--- src/rtl/ldpc_frame_engine.sv ---
// ldpc_frame_engine
// Multi-frame stimulus/check engine for the LDPC decoder.
//   Feed side : reads FRAME_LEN soft LLRs per frame from an external LLR
//               memory (1-cycle read latency) and streams them to the decoder
//               on data_in/sync_in, waiting for dec_busy low before each frame
//               and inserting gap_cycles idle cycles between frames.
//   Check side: compares every decoded bit against a golden-bit memory
//               (1-cycle read latency), counts bit errors, errored frames,
//               received frames and the highest iteration count reported.
// Ports
//   clk, reset        clock, synchronous active-high reset
//   start             pulse: latch config, clear statistics, begin a run
//   num_frames, gap_cycles, rate_cfg, max_iter_cfg   run configuration
//   llr_rd_en/llr_frm/llr_addr/llr_rd_data           LLR memory port
//   data_in/sync_in/rate/max_iter                    decoder input side
//   dec_data_out/dec_sync_out/dec_busy/dec_num_iter  decoder output side
//   gold_rd_en/gold_frm/gold_addr/gold_bit           golden memory port
//   active/done/timeout                              run status
//   bit_err_cnt/frm_err_cnt/frm_rx_cnt/max_iter_seen statistics
//   state_dbg                                        current FSM state
// Handshake: the decoder is only offered a new frame while dec_busy is low;
// sync_in is held high for exactly FRAME_LEN contiguous cycles per frame, and
// a decoded frame is the contiguous run of cycles with dec_sync_out high.
module ldpc_frame_engine #(
    parameter int D_WID     = 6,
    parameter int FRAME_LEN = 9216,
    parameter int K_R12     = 4608,
    parameter int K_R34     = 6912,
    parameter int A_WID     = 14,
    parameter int F_WID     = 8,
    parameter int G_WID     = 16,
    parameter int E_WID     = 24,
    parameter int TIMEOUT   = 65535
) (
    input  logic             clk,
    input  logic             reset,
    input  logic             start,
    input  logic [F_WID-1:0] num_frames,
    input  logic [G_WID-1:0] gap_cycles,
    input  logic             rate_cfg,
    input  logic [4:0]       max_iter_cfg,
    output logic             llr_rd_en,
    output logic [F_WID-1:0] llr_frm,
    output logic [A_WID-1:0] llr_addr,
    input  logic [D_WID-1:0] llr_rd_data,
    output logic [D_WID-1:0] data_in,
    output logic             sync_in,
    output logic             rate,
    output logic [4:0]       max_iter,
    input  logic             dec_data_out,
    input  logic             dec_sync_out,
    input  logic             dec_busy,
    input  logic [4:0]       dec_num_iter,
    output logic             gold_rd_en,
    output logic [F_WID-1:0] gold_frm,
    output logic [A_WID-1:0] gold_addr,
    input  logic             gold_bit,
    output logic             active,
    output logic             done,
    output logic             timeout,
    output logic [E_WID-1:0] bit_err_cnt,
    output logic [F_WID-1:0] frm_err_cnt,
    output logic [F_WID-1:0] frm_rx_cnt,
    output logic [4:0]       max_iter_seen,
    output logic [2:0]       state_dbg
);

    typedef enum logic [2:0] {
        S_IDLE      = 3'd0,
        S_WAIT_BUSY = 3'd1,
        S_SEND      = 3'd2,
        S_GAP       = 3'd3,
        S_DRAIN     = 3'd4,
        S_DONE      = 3'd5
    } state_t;

    localparam logic [A_WID-1:0] LAST_ADDR = A_WID'(FRAME_LEN - 1);
    localparam logic [A_WID:0]   K12       = (A_WID+1)'(K_R12);
    localparam logic [A_WID:0]   K34       = (A_WID+1)'(K_R34);
    localparam logic [31:0]      TO_LAST   = 32'(TIMEOUT - 1);

    state_t           state, state_nxt;
    logic [F_WID-1:0] num_frames_q;
    logic [G_WID-1:0] gap_q;
    logic [F_WID-1:0] tx_idx;
    logic [F_WID-1:0] tx_next;
    logic [A_WID-1:0] rd_addr;
    logic [G_WID-1:0] gap_cnt;
    logic [31:0]      idle_cnt;
    logic             rd_vld;

    // checker state; bit_cnt is one bit wider so over-long frames still count
    logic             dec_d;
    logic             cmp_vld;
    logic             sync_d;
    logic             frm_bad;
    logic [A_WID:0]   bit_cnt;
    logic [A_WID:0]   k_exp;

    logic start_ok, send_last, rx_all, drain_timeout;
    logic chk_on, cmp_err, frm_end, len_err;

    assign start_ok  = start && (state == S_IDLE || state == S_DONE);
    assign send_last = (state == S_SEND) && (rd_addr == LAST_ADDR);
    assign tx_next   = tx_idx + F_WID'(1);
    assign rx_all    = (frm_rx_cnt == num_frames_q);
    assign drain_timeout = (state == S_DRAIN) && !rx_all && !dec_sync_out &&
                           (idle_cnt == TO_LAST);

    // next state and state-decoded outputs
    always_comb begin
        state_nxt = state;
        llr_rd_en = 1'b0;
        active    = 1'b0;
        done      = 1'b0;
        case (state)
            S_IDLE, S_DONE: begin
                done = (state == S_DONE);
                if (start_ok)
                    state_nxt = (num_frames == '0) ? S_DONE : S_WAIT_BUSY;
            end
            S_WAIT_BUSY: begin
                active = 1'b1;
                if (!dec_busy) state_nxt = S_SEND;
            end
            S_SEND: begin
                active    = 1'b1;
                llr_rd_en = 1'b1;
                if (send_last) begin
                    if (tx_next == num_frames_q) state_nxt = S_DRAIN;
                    else if (gap_q == '0)        state_nxt = S_WAIT_BUSY;
                    else                         state_nxt = S_GAP;
                end
            end
            S_GAP: begin
                active = 1'b1;
                if (gap_cnt == gap_q - G_WID'(1)) state_nxt = S_WAIT_BUSY;
            end
            S_DRAIN: begin
                active = 1'b1;
                if (rx_all || drain_timeout) state_nxt = S_DONE;
            end
            default: state_nxt = S_IDLE;
        endcase
    end

    assign llr_addr  = rd_addr;
    assign llr_frm   = tx_idx;
    assign state_dbg = state;

    // run control: configuration, frame/address sequencing, gap and idle timers
    always_ff @(posedge clk) begin
        if (reset) begin
            state        <= S_IDLE;
            num_frames_q <= '0;
            gap_q        <= '0;
            rate         <= 1'b0;
            max_iter     <= '0;
            tx_idx       <= '0;
            rd_addr      <= '0;
            gap_cnt      <= '0;
            idle_cnt     <= '0;
            timeout      <= 1'b0;
        end else begin
            state <= state_nxt;
            if (start_ok) begin
                num_frames_q <= num_frames;
                gap_q        <= gap_cycles;
                rate         <= rate_cfg;
                max_iter     <= max_iter_cfg;
                timeout      <= 1'b0;
                tx_idx       <= '0;
                rd_addr      <= '0;
            end
            if (state == S_SEND) begin
                if (send_last) begin
                    rd_addr <= '0;
                    tx_idx  <= tx_next;
                end else begin
                    rd_addr <= rd_addr + A_WID'(1);
                end
            end
            gap_cnt  <= (state == S_GAP) ? gap_cnt + G_WID'(1) : '0;
            // any decoded bit restarts the drain watchdog
            idle_cnt <= (state == S_DRAIN && !dec_sync_out) ? idle_cnt + 32'd1 : '0;
            if (drain_timeout) timeout <= 1'b1;
        end
    end

    // feed pipeline: read data arrives the cycle after the strobe and is
    // registered together with its sync flag so data_in and sync_in align
    always_ff @(posedge clk) begin
        if (reset) begin
            rd_vld  <= 1'b0;
            sync_in <= 1'b0;
            data_in <= '0;
        end else begin
            rd_vld  <= llr_rd_en;
            sync_in <= rd_vld;
            data_in <= rd_vld ? llr_rd_data : '0;
        end
    end

    // checker
    assign chk_on     = (state != S_IDLE);
    assign k_exp      = rate ? K34 : K12;
    assign gold_rd_en = chk_on && dec_sync_out && (bit_cnt < k_exp);
    assign gold_addr  = bit_cnt[A_WID-1:0];
    assign gold_frm   = frm_rx_cnt;
    assign cmp_err    = cmp_vld && (dec_d != gold_bit);
    assign frm_end    = sync_d && !dec_sync_out;
    assign len_err    = (bit_cnt != k_exp);

    // the compare of a frame's last in-range bit lands in the same cycle as
    // the frame end, so cmp_err is folded into the frame verdict directly
    always_ff @(posedge clk) begin
        if (reset || start_ok) begin
            dec_d         <= 1'b0;
            cmp_vld       <= 1'b0;
            sync_d        <= 1'b0;
            frm_bad       <= 1'b0;
            bit_cnt       <= '0;
            bit_err_cnt   <= '0;
            frm_err_cnt   <= '0;
            frm_rx_cnt    <= '0;
            max_iter_seen <= '0;
        end else begin
            dec_d   <= dec_data_out;
            cmp_vld <= gold_rd_en;
            sync_d  <= chk_on && dec_sync_out;
            if (cmp_err && ~&bit_err_cnt) bit_err_cnt <= bit_err_cnt + E_WID'(1);
            if (frm_end) begin
                bit_cnt <= '0;
                frm_bad <= 1'b0;
                if (~&frm_rx_cnt) frm_rx_cnt <= frm_rx_cnt + F_WID'(1);
                if ((frm_bad || cmp_err || len_err) && ~&frm_err_cnt)
                    frm_err_cnt <= frm_err_cnt + F_WID'(1);
                if (dec_num_iter > max_iter_seen) max_iter_seen <= dec_num_iter;
            end else begin
                if (chk_on && dec_sync_out && ~&bit_cnt) bit_cnt <= bit_cnt + (A_WID+1)'(1);
                if (cmp_err) frm_bad <= 1'b1;
            end
        end
    end

endmodule
--- config.mk ---
export PLATFORM = sky130hd
export DESIGN_NAME = ldpc_frame_engine
export DESIGN_NICKNAME = d
export VERILOG_FILES = /design/src/rtl/ldpc_frame_engine.sv
export SDC_FILE = /design/constraint.sdc
export NUM_CORES = 1
export LEC_CHECK = 0
export ABC_CLOCK_PERIOD_IN_PS = 4300
export CORE_ASPECT_RATIO = 0.7
export CORE_MARGIN = 5
export CORE_UTILIZATION = 25
export DETAILED_ROUTE_END_ITERATION = 16
export PLACE_DENSITY = 0.41
export SYNTH_ARGS = -nofsm -noshare
export SYNTH_HDL_FRONTEND = slang
export SYNTH_SLANG_ARGS = --single-unit
--- constraint.sdc ---
create_clock -name clk -period 4.3 [get_ports clk]
set_input_delay 0.86 -clock clk [delete_from_list [all_inputs] [get_ports clk]]
set_output_delay 0.86 -clock clk [all_outputs]
set_load 0.05 [all_outputs]
==> impl_metrics.ini, run 1 <==
[clock_network]
numCtsBuffers = 17
ctsResizeCount = 0
cts_setup_buffers = 0
clockBufferDepth = 2
cts_hold_buffers = 0
cts_root_buf = clkbuf_16
clock-sinks = 176
clk_latency_ps = 440
htree_levels = 4
clkSlewWorstSetupHoldPaths_ps = 60
cts_tree = done

[setup_path]
cp_max_fo = 4
start_kind = input port
reg2reg_slack_ps = 1690
crit_required_ps = 3440
cp.arrival_ps = 2690
critical_path.slowest_cell = a2111oi_1
slowest_delay_ps = 840
critPathCaptureType = primary output
path_cells = clkdlybuf4s50_1 -> o31ai_1 -> a2111oi_1 -> buf_12
crit_type = in2out

[drt]
num_vias = 7381
drc = 0
routed_via_density = 4.495
firstDrtPassIters = 4
avgRoutedWirePerCell_um = 15.76
first_iter_violations = 341
routed_wl_mm = 25.87
drtAntennaViolNets = 0

[timing]
setup_tns_ps = 0
slew_viol_final = 0
max_freq_mhz = 281.8
finalHoldViolations = 0
min_period_ps = 3548
setup_viol = 0
clock-skew-final_ps = 11.63
rsz0062_at_grt = no
min_period_over_period_pct = 82.52
worstMarginPinSlew_ps = 993.3
maxSlewHeadroom_pct = 33.78

[synthesis]
syn_inst = 1040
synth_area_leaders = dfxtp_1, xor2_1, nor2_1
syn_avg_cell_area_um2 = 8.275
syn_area_um2 = 8606
ys_warn_count = 0
netlist.area_leader.share_pct = 40.94
synth-seq-cells = 176
synth_flop_cell = dfxtp_1
syn-num-nets = 1106
async_reset_ff_share_pct = 0
synth_top_cell_by_area = dfxtp_1
synth_edf_count = 0
synthDistinctLibCells = 65
synth-seq-area-share_pct = 40.94

[floorplanning]
core-area_um2 = 33700
initial_utilization_pct = 25.53
die_h_um = 165.2
row_count = 56
die_area_um2 = 38290
ios = 158
die_w_um = 231.8

[power_and_ir_drop]
p_leak_nw = 3.780
power_density_nw_per_um2 = 421.8
ir_worst_vdd_uv = 195.2
finalPower_w = 0.004690

[cells_and_area]
utilization_pct = 32.99
drive_gt1_share_pct = 5.183
num-nets-final = 1230
area_growth_pct = 29.21

[status]
status = complete, no violations

[place]
place_hpwl_mm = 19.15
place_congestion = 0.7704
port_buffers = 157

[job]
cap_viol_max_count = 0

[global_routing]
grt_pass1_wl_mm = 40.94
grt_pass1_vias = 7150
antenna_found_initial = 1
grt.overflow.total = 0
grt_max_degree = 45
grt_use_total_pct = 13.62

[hold_path]
hp-class = reg2reg
[cells in the final DEF, fill, tap and decap left out, drive strengths merged, types with 3 or more instances in the layout]
cell	netlist	layout
a211oi	3	3
a21oi	69	69
a22oi	4	4
a31oi	6	6
a41oi	3	3
and2	14	14
and3	22	22
and4	9	9
buf	25	8
bufinv	0	3
clkbuf	33	19
clkdlybuf4s50	0	155
clkinv	0	5
clkinvlp	0	3
dfxtp	176	176
ha	18	18
inv	26	28
mux2i	8	8
nand2	114	114
nand2b	8	8
nand3	53	53
nand3b	5	5
nand4	28	28
nor2	147	147
nor2b	6	6
nor3	16	16
nor4	11	11
nor4b	5	5
o2111ai	3	3
o21a	3	3
o21ai	40	40
or2	3	3
or3	30	30
or4	6	6
xnor2	39	39
xor2	83	83
[cell families (layout without fill, tap and decap cells)]
logic type	count (synthesis)	after routing	share of synthesized area, %
simple gates	482	482	27.70
flops	176	176	40.94
compound gates	150	150	10.64
xor+xnor	122	122	12.42
buf+inv	84	221	4.754
fa+ha+maj	18	18	2.617
mux	8	8	0.9305
other cells	0	1	0
[power breakdown]
part	switching (W)	leakage, nW	internal (W)	total (W)
sequential	0.000147	1.42	0.00172	0.00186
clock	0.000696	0.296	0.000946	0.00164
combinational	0.000738	2.06	0.000448	0.00119
[final timing paths]
kind,cells past startpoint,start,to
worst max register to register,8,llr_frm[0],state_dbg[1]
worst min-delay path,2,max_iter[3],max_iter[3]
worst max-delay path,4,dec_sync_out,gold_rd_en
worst min register to register,2,max_iter[3],max_iter[3]
[cells in the mapped netlist, types with 3 or more instances]
library cell / number
clkbuf_1: 33
buf_4: 23
xor2_1: 83
o21ai_0: 38
and3_1: 22
a31oi_1: 6
inv_1: 26
or2_2: 3
nor2b_1: 6
or4_1: 5
nand2b_1: 8
and2_1: 14
nand3_1: 53
o2111ai_1: 3
nor4b_1: 4
nor3_1: 15
nand4_1: 28
nand3b_1: 5
dfxtp_1: 176
a21oi_1: 69
xnor2_1: 39
and4_1: 9
ha_1: 18
mux2i_1: 8
a22oi_1: 4
or3_1: 27
nor2_1: 146
nand2_1: 114
nor4_1: 11
o21a_1: 3
[critical path, delay by kind of cell]
family | cells | cell delay (ps)
compound gates | 2 | 1030
buf+inv | 2 | 790
[metrics by stage]
step / hold WS [ps] / area, um2 / instances / setup slack, ps
after floorplan: 431.2 / 8607 / 1040 / 397.9
after global placement: 441.2 / 10510 / 1609 / 854.1
after detailed placement: 447.2 / 10510 / 1609 / 750.4
after CTS: 458.0 / 11120 / 1641 / 746.8
after global routing: 482.0 / 11120 / 1641 / 668.7
final: 458.4 / 11120 / 1642 / 751.8
[layout make-up]
type | instances | area, um2
sequential | 176 | 3523
antenna | 1 | 2.502
fill | 3539 | 22580
multi-input combinational | 780 | 4682
clock buffer | 19 | 452.9
clock inverter | 13 | 158.9
tap | 464 | 580.6
inverter | 26 | 97.59
timing repair buffer | 163 | 1622
[routing by layer]
layer | vias to the layer above | share of wire, % | GRT usage (%)
met5 | - | 0.050 | 0
met4 | 2 | 0.87 | 3.140
met3 | 18 | 5.7 | 4.666
met2 | 122 | 40 | 19.57
met1 | 3424 | 53 | 19.62
li1 | 3815 | - | -
[registers in the layout, indices dropped and copies added (netlist names), 3 cells and up]
signal / cells
frm_err_cnt: 8
bit_cnt: 15
gap_cnt: 16
gap_q: 16
llr_frm: 8
bit_err_cnt: 24
data_in: 6
frm_rx_cnt: 8
idle_cnt: 32
max_iter: 5
num_frames_q: 8
llr_addr: 14
max_iter_seen: 5
state_dbg: 3
No activity file was read; power rests on OpenSTA's default activity.
==> run 2, diff against run 1 <==
--- a/config.mk
+++ b/config.mk
@@ -5,7 +5,7 @@
 export SDC_FILE = /design/constraint.sdc
 export NUM_CORES = 1
 export LEC_CHECK = 0
-export ABC_CLOCK_PERIOD_IN_PS = 4300
+export ABC_CLOCK_PERIOD_IN_PS = 3450
 export CORE_ASPECT_RATIO = 0.7
 export CORE_MARGIN = 5
 export CORE_UTILIZATION = 25
==> constraint.sdc (replaced) <==
create_clock -name clk -period 3.45 [get_ports clk]
set_input_delay 0.69 -clock clk [delete_from_list [all_inputs] [get_ports clk]]
set_output_delay 0.69 -clock clk [all_outputs]
set_load 0.05 [all_outputs]
==> run 2 against run 1 <==
Effect of this change: clock skew down 2.8 ps; die area is the same; count of clock-buffer cells in the layout shrank 2; first-iteration DRC count up 31%; design area up 0.18%; critical path type is now reg2out.
==> impl_metrics.ini, run 2 (same netlist as run 1, synthesis figures left out) <==
[hold_path]
hp-class = reg2reg
min_to = max_iter[4]
holdCritStartpoint = max_iter[4]
whs_path_depth = 2

[setup_path]
cp.arrival_ps = 2470
worst_r2r_endpoint = state_dbg[1]
cp_max_fo = 11
r2r-start = gap_q[2]
reg2reg_slack_ps = 930
critPathCaptureType = primary output
start_kind = register
slowest_delay_ps = 880
crit_required_ps = 2760
critical_path.slowest_cell = clkdlybuf4s50_1
r2r_cells = 7
crit_type = reg2out
path_cells = nor2_1 -> and2_1 -> clkdlybuf4s50_1

[timing]
clock-skew-final_ps = 8.840
slew_viol_final = 0
min_period_ps = 3157
worstMarginPinSlew_ps = 1180
maxSlewHeadroom_pct = 21.33
finalHoldViolations = 0
min_period_over_period_pct = 91.52
max_freq_mhz = 316.7
rsz0062_at_grt = no
setup_tns_ps = 0
setup_viol = 0

[cells_and_area]
top_register = idle_cnt
drive_gt1_share_pct = 5.664
utilization_pct = 33.05
area_growth_pct = 29.44
num-nets-final = 1236
reg.largest.list = idle_cnt: 32 flops, bit_err_cnt: 24 flops
n_antenna_cell = 0
final_common_cell = dfxtp_1
layout_common_cells = dfxtp_1, clkdlybuf4s50_1, nor2_1, nand2_1, xor2_1
largest_reg_flops = 32

[clock_network]
cts_hold_buffers = 0
numCtsBuffers = 17
clkSlewWorstSetupHoldPaths_ps = 70
htree_levels = 4
ctsResizeCount = 0
clockBufferDepth = 2
clk_latency_ps = 440
clock-sinks = 176
cts_tree = done
cts_root_buf = clkbuf_16
cts_setup_buffers = 0

[drt]
routed_via_density = 4.515
drc = 0
drtAntennaViolNets = 0
avgRoutedWirePerCell_um = 15.98
firstDrtPassIters = 4
first_iter_violations = 446
num_vias = 7437
routed_wl_mm = 26.32

[power_and_ir_drop]
clkPwrFrac_pct = 34.2
sw_frac_of_total_pct = 34.80
p_leak_nw = 3.793
seqPwrFrac_pct = 39.6
intPower_w = 0.003790
finalPower_w = 0.005813
p_switching_w = 0.002023
ir_worst_vdd_uv = 234.1
power_frac_comb_pct = 26.2
power_density_nw_per_um2 = 521.9

[global_routing]
grt_max_degree = 45
grt_pass1_wl_mm = 41.23
grt.overflow.total = 0
grt_use_total_pct = 13.76
antenna_found_initial = 2
grt_pass1_vias = 7043

[place]
place_hpwl_mm = 19.52
place_congestion = 0.7849
port_buffers = 157

[floorplanning]
die_w_um = 231.8
row_count = 56
die_area_um2 = 38290
die_h_um = 165.2
ios = 158
initial_utilization_pct = 25.53
core-area_um2 = 33700

[job]
cap_viol_max_count = 0

[status]
status = complete, no violations
-- run 2: power by group through the flow --
stage               sequential (W)  clock, W  combinational [W]
floorplan                  0.00241         0           0.000955
global placement           0.00235         0            0.00154
detailed placement         0.00235         0            0.00154
CTS                        0.00230   0.00206            0.00154
global route               0.00232   0.00215            0.00168
finish                     0.00230   0.00199            0.00153
-- run 2: cell type report --
class | count | area, um2
Fill cell | 3525 | 22560
Multi-Input combinational cell | 780 | 4684
Sequential cell | 176 | 3523
Timing Repair Buffer | 169 | 1667
Tap cell | 464 | 580.6
Clock buffer | 17 | 425.4
Clock inverter | 15 | 161.4
Inverter | 26 | 97.59
-- run 2: layer usage --
metal	track usage, %	routed length, um
met1	20.75	14290
met2	18.64	10390
met3	3.999	1330
met4	4.160	291
met5	0	21
-- run 2: how the worst max path moves through the flow --
stage | to | cells after the start | start
floorplan | gold_rd_en | 5 | rate
global placement | gold_rd_en | 4 | dec_sync_out
detailed placement | gold_rd_en | 4 | dec_sync_out
CTS | llr_rd_en | 3 | state_dbg[0]
global route | gold_rd_en | 4 | state_dbg[1]
finish | llr_rd_en | 3 | state_dbg[0]
-- run 2: through the flow --
stage	setup slack, ps	std cells	hold slack (ps)	instance area, um2
after global routing	185.7	1647	481.5	11140
final	292.7	1647	457.8	11140
after CTS	262.7	1647	461.7	11140
after detailed placement	398.2	1615	449.3	10550
after floorplan	412.1	1040	431.2	8612
after global placement	446.6	1615	443.6	10550
-- run 2: worst max-delay path, delay by kind of cell, from the launching register on --
family	cells	cell delay (ps)
buffers and inverters	1	880
flip-flops	1	510
AND/OR/NAND/NOR	2	630
==> run 3, diff against run 2 <==
--- a/config.mk
+++ b/config.mk
@@ -6,6 +6,7 @@
 export NUM_CORES = 1
 export LEC_CHECK = 0
 export ABC_CLOCK_PERIOD_IN_PS = 3450
+export CAP_MARGIN = 20
 export CORE_ASPECT_RATIO = 0.7
 export CORE_MARGIN = 5
 export CORE_UTILIZATION = 25
==> run 3 against run 2 <==
Effect of this change: maximum frequency increased by 1.3%; worst hold slack improved by 2.3 ps; count of clock-buffer cells in the layout rose by 1; critical endpoint unchanged; worst setup slack better by 40 ps; global-route usage fell by 0.067 points; highest routed layer unchanged; routed wire length is 0.21% higher.
==> impl_metrics.ini, run 3 (same netlist as run 1, synthesis figures left out) <==
[global_routing]
antenna_found_initial = 2
grt_pass1_vias = 7060
grt_pass1_wl_mm = 41.08
grt_max_degree = 45
grt.overflow.total = 0
grt_use_total_pct = 13.69

[clock_network]
cts_root_buf = clkbuf_16
cts_tree = done
numCtsBuffers = 17
clock-sinks = 176
ctsResizeCount = 0
clkSlewWorstSetupHoldPaths_ps = 70
clk_latency_ps = 440
clockBufferDepth = 2
htree_levels = 4
cts_setup_buffers = 0
cts_hold_buffers = 0

[cells_and_area]
top_register = idle_cnt
fin_area_um2 = 11150
reg.largest.list = idle_cnt: 32 flops, bit_err_cnt: 24 flops
area_growth_pct = 29.59
n_antenna_cell = 0
num-nets-final = 1237
drive_gt1_share_pct = 5.743
final_common_cell = dfxtp_1
layout_common_cells = dfxtp_1, clkdlybuf4s50_1, nor2_1, nand2_1, xor2_1
largest_reg_flops = 32

[floorplanning]
die_area_um2 = 38290
ios = 158
die_w_um = 231.8
core-area_um2 = 33700
row_count = 56
die_h_um = 165.2
initial_utilization_pct = 25.53

[drt]
routed_via_density = 4.521
drc = 0
firstDrtPassIters = 5
drtAntennaViolNets = 0
num_vias = 7451
first_iter_violations = 420
routed_wl_mm = 26.38
avgRoutedWirePerCell_um = 16.01

[timing]
setup_viol = 0
min_period_ps = 3118
setup_tns_ps = 0
worstMarginPinSlew_ps = 748.7
setup_ws_ps = 332.3
max_freq_mhz = 320.7
clock-skew-final_ps = 10.55
slew_viol_final = 0
maxSlewHeadroom_pct = 49.63
min_period_over_period_pct = 90.37
finalHoldViolations = 0
rsz0062_at_grt = no

[hold_path]
whs_path_depth = 2
hp-class = reg2reg
holdCritStartpoint = max_iter[4]

[place]
place_hpwl_mm = 19.62
port_buffers = 157
pre_cts_ws_ps = 393.1
post_dp_cell_area_um2 = 10580
place_congestion = 0.7849

[setup_path]
start_kind = register
r2r_cells = 7
r2r-start = gap_q[3]
cp.arrival_ps = 2430
critPathCaptureType = primary output
crit_type = reg2out
cp-startpoint = state_dbg[0]
crit_required_ps = 2760
cp_max_fo = 11

[power_and_ir_drop]
p_switching_w = 0.002017
finalPower_w = 0.005756
ir_worst_vdd_uv = 233.5
power_density_nw_per_um2 = 516.2
sw_frac_of_total_pct = 35.05
power_frac_comb_pct = 26.4
seqPwrFrac_pct = 40.0
p_leak_nw = 3.804
clkPwrFrac_pct = 33.6
intPower_w = 0.003739

[status]
status = complete, no violations

[job]
cap_viol_max_count = 0
-- run 3: cell count changes in the layout (fill, tap and decap cells not counted) --
cell        previous run  this run
buf_16                 0         1
bufinv_16              2         1
clkbuf_8               0         1
clkinv_4               3         4
clkinvlp_4             4         3
-- run 3: path summary, 6_finish.rpt --
path | end | slack (ps)
max | llr_rd_en | 330
min | max_iter[4] | 460
min reg2reg | max_iter[4] | 460
max reg2reg | state_dbg[1] | 900
-- run 3: stage by stage --
stage / hold slack [ps] / util [%] / instances
4_1_cts: 463.6 / 33.09 / 1648
6_report: 460.1 / 33.09 / 1648
2_1_floorplan: 431.2 / - / 1040
3_5_place_dp: 450.7 / 31.39 / 1616
3_3_place_gp: 443.6 / 31.31 / 1615
5_1_grt: 481.2 / 33.09 / 1648
-- run 3: area by class of cell --
class / instances / area, um2
clock buffer: 18 / 439.2
multi-input combinational: 780 / 4684
inverter: 26 / 97.59
clock inverter: 14 / 132.6
fill: 3550 / 22550
sequential: 176 / 3523
tap: 464 / 580.6
timing repair buffer: 170 / 1694
-- run 3: worst max-delay path: stages, from the launching register on --
cell and delay, ps:
dfxtp_1 500, nor2_1 310, and2_1 310, clkdlybuf4s50_1 870
-- run 3: metal layers --
| metal | vias up | share of wire, % | track usage [%] |
|---|---|---|---|
| li1 | 3835 | - | - |
| met1 | 3456 | 54 | 20.75 |
| met2 | 141 | 40 | 18.81 |
| met3 | 15 | 5.0 | 3.828 |
| met4 | 4 | 1.0 | 3.623 |
| met5 | - | 0.083 | 0 |
-- run 3: power by group through the flow --
stage	Clock (W)	Combinational [W]	Sequential, W
floorplan	0	0.000955	0.00241
global placement	0	0.00154	0.00235
detailed placement	0	0.00154	0.00235
CTS	0.00200	0.00154	0.00230
global route	0.00208	0.00168	0.00232
finish	0.00194	0.00152	0.00230
